**src/rtl/vec_pkg.sv**
```systemverilog
// Shared types and helpers for the vector lane collector.
package vec_pkg;

  typedef enum logic [1:0] {
    SEW8  = 2'd0,
    SEW16 = 2'd1,
    SEW32 = 2'd2,
    SEW64 = 2'd3
  } sew_e;

  typedef enum logic [1:0] {
    IDLE,
    COLLECT,
    WB
  } col_state_e;

  // Bits written per lane result: the element width, capped by the lane chunk width.
  function automatic int unsigned chunk_w(sew_e vsew, int unsigned lane_width);
    int unsigned sew_bits;
    int unsigned lane_bits;
    sew_bits  = 8 << vsew;
    lane_bits = 1 << lane_width;
    return (sew_bits < lane_bits) ? sew_bits : lane_bits;
  endfunction

endpackage

```
**src/rtl/vec_chunk_merge.sv**
```systemverilog
// Combinational merge of one lane result into the destination data and byte-enable images.
module vec_chunk_merge #(
  parameter int unsigned VLEN = 128
) (
  input  logic [VLEN-1:0]   data_in,
  input  logic [VLEN/8-1:0] be_in,
  input  logic [63:0]       vd,
  input  logic [9:0]        regi,
  input  logic              res,
  input  logic [3:0]        chunk_bytes,
  output logic [VLEN-1:0]   data_out,
  output logic [VLEN/8-1:0] be_out,
  output logic              ovf
);

  localparam int unsigned NBYTES = VLEN / 8;

  logic [10:0] end_bit;
  logic        fits;

  assign end_bit = {1'b0, regi} + {4'b0, chunk_bytes, 3'b000};
  assign fits    = (regi[2:0] == 3'b000) && (end_bit <= 11'(VLEN));
  assign ovf     = res & ~fits;

  // Byte b is covered when it lies in [regi/8, regi/8 + chunk_bytes).
  always_comb begin
    data_out = data_in;
    be_out   = be_in;
    for (int unsigned b = 0; b < NBYTES; b++) begin
      if (res && fits && (7'(b) >= regi[9:3]) &&
          ((8'(b) - {1'b0, regi[9:3]}) < {4'b0, chunk_bytes})) begin
        data_out[8*b +: 8] = vd[{3'(7'(b) - regi[9:3]), 3'b000} +: 8];
        be_out[b]          = 1'b1;
      end
    end
  end

endmodule

```
**src/rtl/vec_lane_collector.sv**
```systemverilog
// Reassembles per-lane ALU results into one VLEN-bit register image for the VRF write port.
module vec_lane_collector
  import vec_pkg::*;
#(
  parameter int unsigned VLEN       = 128,
  parameter int unsigned LANE_WIDTH = 3,
  parameter int unsigned NB_LANES   = 2
) (
  input  logic                        clk,
  input  logic                        resetn,
  input  logic                        start,
  input  logic [2:0]                  vsew,
  input  logic [4:0]                  vd_addr,
  input  logic [(64<<NB_LANES)-1:0]   lane_vd,
  input  logic [(10<<NB_LANES)-1:0]   lane_regi,
  input  logic [(1<<NB_LANES)-1:0]    lane_res,
  input  logic                        alu_done,
  output logic                        wb_valid,
  input  logic                        wb_ready,
  output logic [4:0]                  wb_addr,
  output logic [VLEN-1:0]             wb_data,
  output logic [VLEN/8-1:0]           wb_be,
  output logic                        busy,
  output logic                        overflow
);

  localparam int unsigned NL = 1 << NB_LANES;

  col_state_e          state, state_next;
  sew_e                sew_q;
  logic [4:0]          addr_q;
  logic [VLEN-1:0]     data_q;
  logic [VLEN/8-1:0]   be_q;
  logic                ovf_q;
  logic [3:0]          chunk_bytes;

  logic [VLEN-1:0]     chain_data [NL+1];
  logic [VLEN/8-1:0]   chain_be   [NL+1];
  logic [NL-1:0]       lane_ovf;

  assign chunk_bytes   = 4'(chunk_w(sew_q, LANE_WIDTH) >> 3);
  assign chain_data[0] = data_q;
  assign chain_be[0]   = be_q;

  // Lanes merge in ascending order so the highest lane wins on overlap.
  for (genvar i = 0; i < NL; i++) begin : g_lane
    vec_chunk_merge #(.VLEN(VLEN)) u_merge (
      .data_in     (chain_data[i]),
      .be_in       (chain_be[i]),
      .vd          (lane_vd[64*i +: 64]),
      .regi        (lane_regi[10*i +: 10]),
      .res         (lane_res[i]),
      .chunk_bytes (chunk_bytes),
      .data_out    (chain_data[i+1]),
      .be_out      (chain_be[i+1]),
      .ovf         (lane_ovf[i])
    );
  end

  always_ff @(posedge clk) begin
    if (!resetn) state <= IDLE;
    else         state <= state_next;
  end

  always_comb begin
    state_next = state;
    case (state)
      IDLE:    if (start)    state_next = COLLECT;
      COLLECT: if (alu_done) state_next = WB;
      WB:      if (wb_ready) state_next = IDLE;
      default:               state_next = IDLE;
    endcase
  end

  always_ff @(posedge clk) begin
    if (!resetn) begin
      sew_q  <= SEW8;
      addr_q <= '0;
      data_q <= '0;
      be_q   <= '0;
      ovf_q  <= 1'b0;
    end else if (state == IDLE && start) begin
      sew_q  <= (vsew > 3'd3) ? SEW64 : sew_e'(vsew[1:0]);
      addr_q <= vd_addr;
      data_q <= '0;
      be_q   <= '0;
      ovf_q  <= 1'b0;
    end else if (state == COLLECT) begin
      data_q <= chain_data[NL];
      be_q   <= chain_be[NL];
      ovf_q  <= ovf_q | (|lane_ovf);
    end
  end

  assign wb_valid = (state == WB);
  assign busy     = (state != IDLE);
  assign wb_addr  = addr_q;
  assign wb_data  = data_q;
  assign wb_be    = be_q;
  assign overflow = ovf_q;

endmodule

```
**config.mk**
```make
export PLATFORM = sky130hd
export DESIGN_NAME = vec_lane_collector
export DESIGN_NICKNAME = d
export VERILOG_FILES = /design/src/rtl/vec_pkg.sv /design/src/rtl/vec_chunk_merge.sv /design/src/rtl/vec_lane_collector.sv
export SDC_FILE = /design/constraint.sdc
export NUM_CORES = 1
export LEC_CHECK = 0
export ABC_CLOCK_PERIOD_IN_PS = 15060
export CAP_MARGIN = 30
export CELL_PAD_IN_SITES_DETAIL_PLACEMENT = 1
export CELL_PAD_IN_SITES_GLOBAL_PLACEMENT = 1
export CORE_MARGIN = 2
export CORE_UTILIZATION = 55
export CTS_CLUSTER_DIAMETER = 80
export DETAILED_ROUTE_END_ITERATION = 8
export DONT_BUFFER_PORTS = 1
export PLACE_DENSITY_LB_ADDON = 0.1
export SLEW_MARGIN = 0
export SYNTH_ARGS = -nofsm -noshare
export SYNTH_HDL_FRONTEND = slang
export SYNTH_HIERARCHICAL = 1
export SYNTH_SLANG_ARGS = --single-unit
```
**constraint.sdc**
```tcl
create_clock -name clk -period 15.06 [get_ports clk]
set_input_delay 3.012 -clock clk [delete_from_list [all_inputs] [get_ports clk]]
set_output_delay 3.012 -clock clk [all_outputs]
set_load 0.01 [all_outputs]
```
==> qor.yml <==
run_status: "completed"
layout-drive-gt1-share: 0.3487
critical_path_required_ns: 15.36
grt_usage: 0.4669
hp-start: "wb_be[15]"
grtUsageMet3: 0.1578
max_freq_mhz: 126.5
ys_ff_latch: 152
wl_per_cell_um: 35.24
min_path_type: "reg -> reg"
grt_pass1_wl_um: 183500
critPathLaunch: "lane_regi[5]"
grt_pass1_vias: 26220
cts_buffers: 17
fp.dieW_um: 232.6
async_flop_share: 0
cap_violations: 0
pin_count: 465
worstSetupEndpointType: "register"
port_buffers: 0
drt_first_pass_iters: 6
row_count: 83
slew_violations: 0
ys.flop_type: "dfxtp_1"
reg2reg_setup_slack_ns: 12.28
grt_max_degree: 98
synth_edf_count: 0
drtAntennaViolNets: 0
clkSinkCount: 152
drtIter0Drc: 2991
skew_ns: 0.008016
timing.final.ws_setup_ns: 7.155
criticalPathCategory: "in -> reg"
cp_num_buf_inv: 2
clk_pin_slew_worst_paths_ns: 0.06
place_area_um2: 28040
seq_area_um2: 3043
n_fill_cell: 5972
grtUsageMet2: 0.7127
cts_root_buf: "clkbuf_16"
setup-tns-final_ns: 0
hold_buffers: 0
die-area_um2: 54090
cts_setup_buffers: 0
leakage_nw: 11.79
ys_warn_count: 6
grt_overflow: 0
power_density_nw_per_um2: 58.53
final_nets: 3479
final_area_um2: 28700
wl_um: 129400
fin_util: 0.5573
yosysSeqAreaShare: 0.1059
vdd_ir_drop_max_uv: 74.94
crit_family: "compound AO/OA/AOI/OAI gates"
synthToLayoutAreaGrowth_pct: -0.1044
synth_cell_type_count: 81
fin_crit_ns: 7.905
finalCritPeriodShare: 0.5249
die_h_um: 232.6
crit_path_top_delay_cell: "ha_1"
htreeDepth: 4
preCtsSetupSlack_ns: 6.848
r2r-end: "wb_data[24]"
syn_avg_cell_area_um2: 8.940
initial_utilization: 0.5578
crit_arrival_ns: 8.21
via_count: 26560
syn_inst: 3214
clkLatencyLatePin_ns: 0.46
cp_common_cell: "mux2_2"
min_to: "wb_be[15]"
hpwlAfterDp_um: 105400
synth_area_um2: 28730
reg2reg_from: "state[0]"
worst_pin_slew_ns: 1.166
multi_input_area_um2: 23460
relSlewSlack: 0.2227
max_stage_delay_ns: 0.92
hold_depth: 2
cts_tree: "done"
drcViolationCount: 0
rsz0062_at_grt: "no"
gp_congestion: 1.019
coreArea_um2: 51510
finalSetupViolCount: 0
grt_busiest_layer: "met2"
startpoint_type: "input port"
met1_usage: 0.5766
finalHoldViolations: 0
cts_buffer_depth: 2
grt_antenna_before_repair: 13
cp_cell_sequence: "clkinv_1 -> ha_1 -> clkinv_1 -> ha_1 -> a21o_1 -> a221o_1 -> a2111oi_4 -> mux2_2 -> mux2_2 -> mux2_2 -> mux2_2 -> nand2_1 -> a21oi_2"
cp_max_fo: 30
rr_worst_depth: 5
ctsResizeCount: 0
routed_via_density: 7.233
[routing by layer]
layer | up-vias | routed length (um)
li1 | 10960 | -
met1 | 13460 | 48010
met2 | 1734 | 55930
met3 | 392 | 16350
met4 | 12 | 9021
met5 | - | 82
[metrics by stage]
| step | hold WS [ns] | instances | total power [W] |
|---|---|---|---|
| detailed placement | 0.5138 | 3631 | 0.001187 |
| global route | 0.5501 | 3666 | 0.001715 |
| floorplan | 0.4446 | 3248 | 0.0009381 |
| global placement | 0.5083 | 3621 | 0.001163 |
| CTS | 0.5258 | 3663 | 0.001635 |
| finish | 0.5248 | 3672 | 0.001680 |
[cell type report]
| class | count | share of cell area |
|---|---|---|
| multi-input combinational | 2655 | 0.8173 |
| sequential | 152 | 0.1060 |
| tap | 680 | 0.02964 |
| clock buffer | 19 | 0.01543 |
| inverter | 115 | 0.01504 |
| timing repair buffer | 31 | 0.01098 |
| clock inverter | 13 | 0.005013 |
| antenna | 7 | 0.0006103 |
[state kept, by name (all words and copies together) (netlist names)]
register	cells
overflow	1
wb_be	16
wb_addr	5
wb_data	128
state	2
[cells in the mapped netlist, types with 7 or more instances]
| library cell | number | area share |
|---|---|---|
| a2111oi_0 | 7 | 0.0021 |
| nor2b_1 | 26 | 0.0057 |
| nor4_1 | 8 | 0.0017 |
| fa_1 | 8 | 0.0056 |
| nor3_1 | 10 | 0.0017 |
| or2_2 | 51 | 0.011 |
| a2111oi_4 | 26 | 0.025 |
| nand4_1 | 9 | 0.0020 |
| a21o_1 | 29 | 0.0076 |
| buf_1 | 15 | 0.0020 |
| xnor2_1 | 24 | 0.0073 |
| mux2_2 | 574 | 0.22 |
| mux4_2 | 256 | 0.20 |
| nand3b_1 | 10 | 0.0026 |
| a21oi_1 | 190 | 0.033 |
| nand2_1 | 907 | 0.12 |
| clkbuf_1 | 77 | 0.010 |
| buf_4 | 159 | 0.042 |
| o21ai_0 | 41 | 0.0071 |
| nand3_1 | 10 | 0.0017 |
| ha_1 | 186 | 0.081 |
| xor2_1 | 10 | 0.0030 |
| clkinv_1 | 16 | 0.0021 |
| nand2b_1 | 24 | 0.0052 |
| nor2_1 | 38 | 0.0050 |
| a31oi_1 | 10 | 0.0022 |
| a211oi_1 | 7 | 0.0018 |
| inv_1 | 99 | 0.013 |
| a21oi_2 | 27 | 0.0082 |
| or3_1 | 8 | 0.0017 |
| a2111o_1 | 9 | 0.0035 |
| buf_2 | 64 | 0.011 |
| a211oi_2 | 8 | 0.0035 |
| dfxtp_1 | 152 | 0.11 |
| buf_6 | 10 | 0.0039 |
| and3b_1 | 7 | 0.0021 |
| o2111ai_1 | 9 | 0.0027 |
| nor3_2 | 7 | 0.0024 |
[worst reg2reg max path: stages, from the launching register on]
cell and delay [ns]:
dfxtp_1 0.38, nor3b_2 0.57, nand2b_4 0.28, buf_16 0.32
buf_4 0.84, a21oi_1 0.22
[report_power, final]
group	internal, W	leakage (nW)	switching [W]	total (W)
clock	0.000250	0.276	0.000201	0.000450
sequential	0.000403	1.22	0.00000193	0.000405
combinational	0.000282	10.3	0.000542	0.000825
total	0.000935	11.8	0.000745	0.00168
[worst max-delay path by stage]
stage / slack, ns / cells after the start / endpoint
floorplan: 7.66 / 17 / wb_data[0]
global placement: 6.60 / 15 / wb_data[5]
detailed placement: 6.85 / 13 / wb_data[41]
CTS: 7.33 / 13 / wb_data[46]
global route: 6.97 / 13 / wb_data[44]
finish: 7.16 / 13 / wb_data[44]
[placed cells by master, fill, tap and decap left out, drive strengths merged, types with 5 or more instances in the layout]
master	instances
nand4b	7
mux2	576
a21o	29
o2111ai	9
nand2	908
clkbuf	19
a221o	5
nand4	10
nor4b	5
clkinv	20
nand3b	10
mux2i	5
or3	9
diode	7
a31oi	10
conb	36
fa	8
a2111oi	33
ha	186
or2	51
buf	31
nor2b	26
o211ai	6
dfxtp	152
nor3	17
xnor2	26
nand3	12
and3	6
and3b	7
a21oi	219
inv	102
a211oi	15
o21ai	44
a2111o	9
mux4	256
nor2	39
nand2b	24
xor2	10
nor4	12
[cells by family (layout without fill, tap and decap cells)]
kind of cell / count (synthesis) / count (layout) / share of synthesized area
buffers and inverters: 441 / 178 / 0.08382
adders and majority gates: 194 / 194 / 0.08657
xor gates and xnor gates: 36 / 36 / 0.01228
DFF: 152 / 152 / 0.1059
other: 2 / 43 / 0.0002614
AOI/OAI and AO/OA: 399 / 399 / 0.1082
and+or+nand+nor: 1153 / 1153 / 0.1749
muxes: 837 / 837 / 0.4281
No activity file was read; power rests on OpenSTA's default activity.
